[config.mk]
export PLATFORM = sky130hd
export DESIGN_NAME = rv_inst_encoder
export DESIGN_NICKNAME = d
export VERILOG_FILES = /design/src/rtl/rv_inst_encoder.sv
export SDC_FILE = /design/constraint.sdc
export NUM_CORES = 1
export LEC_CHECK = 0
export BUFFER_PORTS_ARGS = -buffer_cell sky130_fd_sc_hd__buf_2
export CAP_MARGIN = 0
export CORE_ASPECT_RATIO = 1.25
export CORE_UTILIZATION = 45
export DETAILED_ROUTE_END_ITERATION = 10
export MAX_ROUTING_LAYER = met4
export PLACE_DENSITY = 0.68
export SLEW_MARGIN = 40
export SYNTH_ARGS = -nofsm -noshare
export SYNTH_HDL_FRONTEND = slang
export SYNTH_SLANG_ARGS = --single-unit
[constraint.sdc]
create_clock -name clk -period 13 [get_ports clk]
set_input_delay 0 -clock clk [delete_from_list [all_inputs] [get_ports clk]]
set_output_delay 0 -clock clk [all_outputs]
set_load 0.01 [all_outputs]
[src/rtl/rv_inst_encoder.sv]
// RV64 instruction encoder: symbolic request -> 32-bit word, LI expansion, output FIFO.
// Optional M-extension encoding (ops 19-26) is enabled by defining RV_M_EXT_EN.
module rv_inst_encoder #(
    parameter int FIFO_DEPTH = 4
) (
    input  logic                                clk,
    input  logic                                reset,
    input  logic                                in_valid,
    output logic                                in_ready,
    input  logic [5:0]                          in_op,
    input  logic [4:0]                          in_rd,
    input  logic [4:0]                          in_rs1,
    input  logic [4:0]                          in_rs2,
    input  logic [31:0]                         in_imm,
    output logic                                out_valid,
    input  logic                                out_ready,
    output logic [31:0]                         out_inst,
    output logic                                out_err,
    output logic [$clog2(FIFO_DEPTH+1)-1:0]     out_count
);

    localparam int CW = $clog2(FIFO_DEPTH + 1);
    localparam int PW = $clog2(FIFO_DEPTH);
    localparam logic [31:0]   NOP_WORD = 32'h0000_0013;
    localparam logic [CW-1:0] FULL     = CW'(FIFO_DEPTH);

    typedef enum logic {S_IDLE, S_EXPAND} state_t;

    state_t        r_state, w_nextState;
    logic [32:0]   r_mem [FIFO_DEPTH];
    logic [PW-1:0] r_wrPtr, r_rdPtr;
    logic [CW-1:0] r_count;
    logic [31:0]   r_pendWord;

    logic signed [31:0] w_imm;
    logic        w_fitsI, w_fitsShamt, w_fitsB, w_fitsJ, w_fitsU;
    logic [19:0] w_luiImm;
    logic [31:0] w_word, w_addiwWord;
    logic [2:0]  w_f3;
    logic        w_ok, w_err, w_li2;
    logic        w_notFull, w_accept, w_push, w_pop;
    logic [32:0] w_pushData;

    // funct3 shared by the I-ALU, shift and R-type groups
    function automatic logic [2:0] f3Of(input logic [5:0] op);
        case (op)
            6'd1, 6'd12:        f3Of = 3'b010;
            6'd2, 6'd13:        f3Of = 3'b011;
            6'd3, 6'd14:        f3Of = 3'b100;
            6'd4, 6'd17:        f3Of = 3'b110;
            6'd5, 6'd18:        f3Of = 3'b111;
            6'd6, 6'd11:        f3Of = 3'b001;
            6'd7, 6'd8, 6'd15, 6'd16: f3Of = 3'b101;
            default:            f3Of = 3'b000;
        endcase
    endfunction

    assign w_imm       = in_imm;
    assign w_fitsI     = (w_imm >= -32'sd2048) && (w_imm <= 32'sd2047);
    assign w_fitsShamt = (in_imm[31:6] == '0);
    assign w_fitsB     = (w_imm >= -32'sd4096) && (w_imm <= 32'sd4094) && !in_imm[0];
    assign w_fitsJ     = (w_imm >= -32'sd1048576) && (w_imm <= 32'sd1048574) && !in_imm[0];
    assign w_fitsU     = (in_imm[31:12] == '0);
    // Rounding by 0x800 compensates for ADDIW sign-extending its low 12 bits
    assign w_luiImm    = 20'((in_imm + 32'h800) >> 12);
    assign w_addiwWord = {in_imm[11:0], in_rd, 3'b000, in_rd, 7'h1B};
    assign w_f3        = f3Of(in_op);

    always_comb begin
        w_word = NOP_WORD;
        w_ok   = 1'b1;
        w_li2  = 1'b0;
        case (in_op)
            6'd0, 6'd1, 6'd2, 6'd3, 6'd4, 6'd5: begin
                w_ok   = w_fitsI;
                w_word = {in_imm[11:0], in_rs1, w_f3, in_rd, 7'h13};
            end
            6'd6, 6'd7, 6'd8: begin
                w_ok   = w_fitsShamt;
                w_word = {(in_op == 6'd8) ? 6'b010000 : 6'b000000, in_imm[5:0],
                          in_rs1, w_f3, in_rd, 7'h13};
            end
            6'd9, 6'd10, 6'd11, 6'd12, 6'd13, 6'd14, 6'd15, 6'd16, 6'd17, 6'd18:
                w_word = {(in_op == 6'd10 || in_op == 6'd16) ? 7'h20 : 7'h00,
                          in_rs2, in_rs1, w_f3, in_rd, 7'h33};
`ifdef RV_M_EXT_EN
            6'd19, 6'd20, 6'd21, 6'd22, 6'd23, 6'd24, 6'd25, 6'd26:
                w_word = {7'h01, in_rs2, in_rs1, 3'(in_op - 6'd19), in_rd, 7'h33};
`endif
            6'd27: begin
                w_ok   = w_fitsU;
                w_word = {in_imm[19:0], in_rd, 7'h37};
            end
            6'd28: begin
                w_ok   = w_fitsU;
                w_word = {in_imm[19:0], in_rd, 7'h17};
            end
            6'd29: begin
                w_ok   = w_fitsI;
                w_word = {in_imm[11:0], in_rs1, 3'b011, in_rd, 7'h03};
            end
            6'd30: begin
                w_ok   = w_fitsI;
                w_word = {in_imm[11:5], in_rs2, in_rs1, 3'b011, in_imm[4:0], 7'h23};
            end
            6'd31, 6'd32: begin
                w_ok   = w_fitsB;
                w_word = {in_imm[12], in_imm[10:5], in_rs2, in_rs1, 2'b00, ~in_op[0],
                          in_imm[4:1], in_imm[11], 7'h63};
            end
            6'd33: begin
                w_ok   = w_fitsJ;
                w_word = {in_imm[20], in_imm[10:1], in_imm[11], in_imm[19:12], in_rd, 7'h6F};
            end
            6'd34: begin
                w_ok   = w_fitsI;
                w_word = {in_imm[11:0], in_rs1, 3'b000, in_rd, 7'h67};
            end
            6'd35: begin
                if (w_fitsI) begin
                    w_word = {in_imm[11:0], 5'd0, 3'b000, in_rd, 7'h13};
                end else begin
                    w_word = {w_luiImm, in_rd, 7'h37};
                    w_li2  = 1'b1;
                end
            end
            6'd36:   w_word = NOP_WORD;
            default: w_ok   = 1'b0;
        endcase
        if (!w_ok) w_word = NOP_WORD;
    end

    assign w_err     = !w_ok;
    assign w_notFull = (r_count < FULL);
    assign w_accept  = in_valid && in_ready;
    assign w_pop     = out_valid && out_ready;

    always_ff @(posedge clk or posedge reset) begin
        if (reset) r_state <= S_IDLE;
        else       r_state <= w_nextState;
    end

    always_comb begin
        w_nextState = r_state;
        case (r_state)
            S_IDLE:   if (w_accept && w_li2) w_nextState = S_EXPAND;
            S_EXPAND: if (w_notFull)         w_nextState = S_IDLE;
            default:  w_nextState = S_IDLE;
        endcase
    end

    always_comb begin
        in_ready   = 1'b0;
        w_push     = 1'b0;
        w_pushData = {w_err, w_word};
        case (r_state)
            S_IDLE: begin
                in_ready = !reset && w_notFull;
                w_push   = in_valid && !reset && w_notFull;
            end
            S_EXPAND: begin
                w_push     = w_notFull;
                w_pushData = {1'b0, r_pendWord};
            end
            default: ;
        endcase
    end

    always_ff @(posedge clk or posedge reset) begin
        if (reset)                  r_pendWord <= '0;
        else if (w_accept && w_li2) r_pendWord <= w_addiwWord;
    end

    // Pointers wrap naturally because FIFO_DEPTH is a power of two
    always_ff @(posedge clk or posedge reset) begin
        if (reset) begin
            r_wrPtr <= '0;
            r_rdPtr <= '0;
            r_count <= '0;
            for (int i = 0; i < FIFO_DEPTH; i++) r_mem[i] <= '0;
        end else begin
            if (w_push) begin
                r_mem[r_wrPtr] <= w_pushData;
                r_wrPtr        <= r_wrPtr + PW'(1);
            end
            if (w_pop) r_rdPtr <= r_rdPtr + PW'(1);
            r_count <= r_count + CW'(w_push) - CW'(w_pop);
        end
    end

    assign out_valid = (r_count != '0);
    assign out_count = r_count;
    assign out_inst  = out_valid ? r_mem[r_rdPtr][31:0] : '0;
    assign out_err   = out_valid ? r_mem[r_rdPtr][32]   : 1'b0;

endmodule

# [Word-level counts from Yosys, hierarchy flattened]
# Memory sizes are Yosys's and may differ from the RTL's.
# Cells that the tools add are included.
[totals] in_bits=57 romBits=96 out_inout_bits=38 word_cells=107 register_bits=166 memories=1
[classes] n_lt_le_gt_ge=10 n_bitwise=4 mux=23 add_sub_neg=5 reduce_logical=27 eq_ne=28
[memory_table] memory="(name not given)" depth=32 word_bits=3 read_ports=1 rd_clocked_by_memory_dff=0 wr=0 line_no="46" rtl="case (op)"
[op_table] op="$pmux W32 S11" n=1
[op_table] op="$bwmux W132" n=1
[op_table] op="$mux W33" n=4
[op_table] op="$mux W32" n=3
[op_table] op="$bmux W33 S2" n=1
[op_table] op="$demux W33 S2" n=1
[op_table] op="$eq A6 B4 Y1 const B" n=8
[op_table] op="$eq A6 B5 Y1 const B" n=8
[op_table] op="$add A32 B12 Y32 const B" n=1
[op_table] op="$ge A32 B12 Y1 const B" n=1
[op_table] op="$ge A32 B13 Y1 const B" n=1
[op_table] op="$ge A32 B21 Y1 const B" n=1
[op_table] op="$le A32 B12 Y1 const B" n=1
[op_table] op="$le A32 B13 Y1 const B" n=1
[op_table] op="$le A32 B21 Y1 const B" n=1
[op_table] op="$eq A6 B6 Y1 const B" n=5
[op_table] op="$logic_not A26 Y1" n=1
[op_table] op="$eq A6 B3 Y1 const B" n=4
[op_table] op="$logic_not A20 Y1" n=1
[op_table] op="$eq A6 B2 Y1 const B" n=2
[op_table] op="$logic_and A1 B1 Y1" n=12
[op_table] op="$reduce_or A12 Y1" n=1
[op_table] op="$reduce_or A10 Y1" n=1
[op_table] op="$reduce_or A9 Y1" n=1
[op_table] op="other kinds (22)" n=35

# [Logic depth before layout (Yosys ltp)]
[depth] depth_word=7 ltp_mapped=12 ltp_nobuf=11

# [Worst setup path before layout]
# Ideal clock, no wire load.
[synth_path] path_type="input-to-reg" start="input reset" end="register r_count[2], in the netlist out_count[2]" setup_ns=0.128 t_arrival_ns=5.075 stages=12 t_required_ns=12.872 slack_ns=7.797 path_buffers=1 path_cell_list="inv_1 a21oi_1 nor2_1 clkbuf_1 inv_1 ha_1 inv_1 ha_1 inv_1 fa_1 xnor2_1 xnor2_1"
[synth_via] elab_chain_len=6
[synth_rtl] item="from (decl)" line_no="7" rtl="input logic reset,"
[synth_rtl] item="$logic_not A1 Y1 (no source line)"
[synth_rtl] item="$logic_and A1 B1 Y1 (2 in series)" line_no="159" rtl="w_push = in_valid && !reset && w_notFull;"
[synth_rtl] item="$pmux W1 S2" line_no="156" rtl="case (r_state)"
[synth_rtl] item="$add A3 B1 Y3" line_no="187" rtl="r_count <= r_count + CW'(w_push) - CW'(w_pop);"
[synth_rtl] item="$sub A3 B1 Y3" line_no="187"
[synth_rtl] item="to (signal assigned)" line_no="187"
[synth_rtl] item="to (decl)" line_no="32" rtl="logic [CW-1:0] r_count;"
# No other way between the ends.
# A chain may end at the register's enable or synchronous reset.

# [Worst setup path after layout]
[layout_path] start="input in_imm[11]" end="register r_mem[107] (netlist bit)"
[layout_via] elab_chain_len=7 word_cells_on_any_way=16 cone_classes="order compare (6); mux (4); reduce/logical (6)"
[layout_rtl] item="from (decl)" line_no="14" rtl="input logic [31:0] in_imm,"
[layout_rtl] item="$ge A32 B21 Y1 (tied with other cells)" line_no="62" rtl="assign w_fitsJ = (w_imm >= -32'sd1048576) && (w_imm <= 32'sd1048574) && !in_imm[0];"
[layout_rtl] item="$logic_and A1 B1 Y1 (on tied branches) (2 in series)" line_no="62, 61"
[layout_rtl] item="$pmux W1 S6 (*)" line_no="73" rtl="case (in_op)"
[layout_rtl] item="$mux W32 (*)" line_no="130" rtl="if (!w_ok) w_word = NOP_WORD;"
[layout_rtl] item="$mux W33 (*)" line_no="156"
[layout_rtl] item="$bwmux W132 (*)" line_no="183" rtl="r_mem[r_wrPtr] <= w_pushData;"
[layout_rtl] item="to (signal, indexed assignment)" line_no="183"
[layout_rtl] item="to (decl)" line_no="30" rtl="logic [32:0] r_mem [FIFO_DEPTH];"
# Every way passes the cells marked *; elsewhere a longest branch is shown, timed or not.

==> results_dict.tcl <==
set metrics [dict create \
    gp_congestion 0.982 \
    p_total_w 0.00180 \
    synthTopCellsByArea "dfrtp_1 44%, mux4_2 8.1%, nor2_1 4.4%" \
    core-area_mm2 0.0193 \
    preCtsSetupSlack_ns 9.50 \
    netlist_area_mm2 0.00886 \
    start_util 0.458 \
    yosysUniqueCellTypes 66 \
    grt_pass1_vias 7209 \
    crit_cells 11 \
    worst_pin_slew_ns 0.830 \
    outcome "finished clean" \
    synth_area_per_cell_um2 9.69 \
    synth_area_leader_cell "dfrtp_1" \
    cpPeakStageDelay_ns 0.59 \
    antenna_cells 0 \
    max_freq_mhz 294 \
    finalClockSkew_ns 0.0108 \
    numCtsBuffers 17 \
    via_count 7499 \
    min_path_type "input pin to flop" \
    clock_sinks 154 \
    period_minus_slack_ns 3.41 \
    antenna_found_initial 0 \
    crit_fanout 36 \
    critPathTopFamily "simple AND/OR/NAND/NOR gates" \
    synth_top_area_frac 0.435 \
    drt.antenna.violating_nets 0 \
    drtPass1Iterations 5 \
    syn_inst 914 \
    die_area_mm2 0.0203 \
    synth_async_sr_flop_share 1.00 \
    fin_ws_ns 9.59 \
    grt_start_max_net_pins 98 \
    synth_seq_cells 154 \
    cp_data_arrival_time_ns 3.72 \
    postCtsSetupBuffers 0 \
    drv_slew 0 \
    port_buffers 94 \
    rsz0062_at_grt "false" \
    fillCellCount 1819 \
    drtIter0Drc 562 \
    io_pins 95 \
    slew_headroom 0.441 \
    htreeDepth 4 \
    synthTopCellsByCount "154 x dfrtp_1, 105 x nor2_1, 82 x nand2_1" \
    stdcell_count 1259 \
    drc 0 \
    dp.cells 1209 \
    cts_tree "yes" \
    min-delay-start "in_imm[3]" \
    die_height_um 159 \
    hpwl_mm 16.7 \
    cp_slowest_cell "nand2_2" \
    regToRegStartpoint "out_count[2]" \
    cts_max_path_buffers 2 \
    worstPathRequired_ns 13.31 \
    reg2regPathDepth 9 \
    layout.area.seq_mm2 0.00386 \
    p_leak_nw 4.31 \
    period_share 0.262 \
    via_per_inst 5.96 \
    rows 57 \
    startpoint_type "input pin" \
    final_layout_size_suffix_gt1_frac 0.210 \
    reg2reg_slack_ns 10.12 \
    setup_viol 0 \
    wl_per_cell_um 19.3 \
    yosys_most_used_dff "dfrtp_1" \
    syn_nets 985 \
    nets 1052 \
    track_usage 0.257 \
    fin_setup_tns_ns 0 \
    powerDensity_mw_per_mm2 176 \
    finalHoldViolCount 0 \
    cts_resized 0 \
    synth_enable_flop_cells 0 \
    root_buffer "clkbuf_16" \
    die_w_um 127 \
    rr_endpoint "out_count[2]" \
    path_cells "dlygate4sd3_1 -> buf_2 -> inv_1 -> ha_1 -> or4b_1 -> nor4_1 -> nand4_1 -> a31o_1 -> o2111ai_4 -> nand2_2 -> o31ai_1" \
    clock_latency_ns 0.42 \
    syn2layout_area_growth_pct 15.3 \
    peakVddDrop_uv 104 \
    yosysMostFrequentCell "dfrtp_1" \
    grt_overflow 0 \
    wirelength_mm 24.3 \
    grt_pass1_wl_mm 39.2 \
    crit_type "input pin to flop" \
    whs_endpoint "r_pendWord[23]" \
    hold_path_depth 2 \
    cap_violations 0 \
    multiInputGateArea_mm2 0.00464 \
    ys_seq_area_frac 0.435 \
    end_kind "flop" \
    path_buf_inv 3 \
    synth_warnings 0 \
    clk_pin_slew_ns 0.06 \
]
==> repair_timing <==
item                                    CTS  global route
hold endpoints to repair                112             0
hold buffers                             18             0
endpoints found under the setup margin    0             0
==> power by group <==
part           switching [W]  total [W]  internal, W
Clock               0.000209   0.000487     0.000279
Combinational       0.000299   0.000594     0.000296
Sequential          0.000101   0.000717     0.000615
Total               0.000609    0.00180      0.00119
==> metal layers <==
| metal | wire length, um | track usage |
|---|---|---|
| met3 | 1210 | 0.0290 |
| met5 | 0 | - |
| met2 | 11900 | 0.405 |
| met4 | 645 | 0.0877 |
| met1 | 10600 | 0.345 |
==> sequential cells by signal (all words and copies together), names as in the netlist <==
signal	flops
out_count	3
r_state	1
r_wrPtr	2
r_pendWord	18
r_rdPtr	2
r_mem	128
==> worst register-to-register path: stages, from the launching register on <==
cell     delay [ns]
dfrtp_1        0.48
or3_2          0.81
and2_1         0.32
ha_1           0.28
inv_1          0.06
ha_1           0.13
inv_1          0.05
fa_1           0.37
xnor2_1        0.14
xnor2_1        0.13
==> how the worst max path moves through the flow <==
stage	startpoint	slack, ns	to
final	in_imm[11]	9.59	r_mem[107]
after floorplan	reset	7.80	out_count[2]
after global routing	in_imm[11]	9.27	r_mem[109]
after global placement	in_op[1]	9.62	r_mem[9]
after CTS	in_imm[11]	9.64	r_mem[107]
after detailed placement	in_op[1]	9.50	r_mem[118]
==> through the flow <==
step,utilization,instance area [um2],hold slack (ns)
final,0.528,10200,0.0419
after detailed placement,0.488,9430,0.181
after global placement,0.487,9420,0.271
after global routing,0.528,10200,0.0222
after floorplan,-,8860,0.0516
after CTS,0.527,10200,0.00243
==> cells in the final DEF, fill, tap and decap left out, types with 10 or more instances in the layout <==
master         instances
a31oi_1               60
a21boi_0              11
a21oi_1               47
ha_1                  13
and2_1                40
o31ai_1               37
o211ai_1              14
nand4_1               10
o21ai_1               25
a22oi_1               13
mux2_2                18
nand3_1               18
inv_1                 21
o21ai_0               25
nor2_1               105
dlygate4sd3_1         18
clkbuf_16             17
buf_2                 94
nand2_1               82
mux4_2                32
xnor2_1               17
dfrtp_1              151
==> cells by family (layout without fill, tap and decap cells) <==
logic type      Yosys count  in the layout  synth area share
simple gates            306            306             0.166
fa+ha+maj                14             14            0.0206
compound gates          270            270             0.204
flops                   154            154             0.435
xor+xnor                 24             24            0.0237
mux                      52             52             0.107
buf+inv                  94            174            0.0439
==> final cells by class <==
cell class                 instances  area share
timing repair buffer             119      0.0689
inverter                          23     0.00919
multi-input combinational        666       0.454
clock inverter                    13      0.0130
tap                              265      0.0325
clock buffer                      19      0.0444
sequential                       154       0.378
Power figures use the tool's default switching activity.
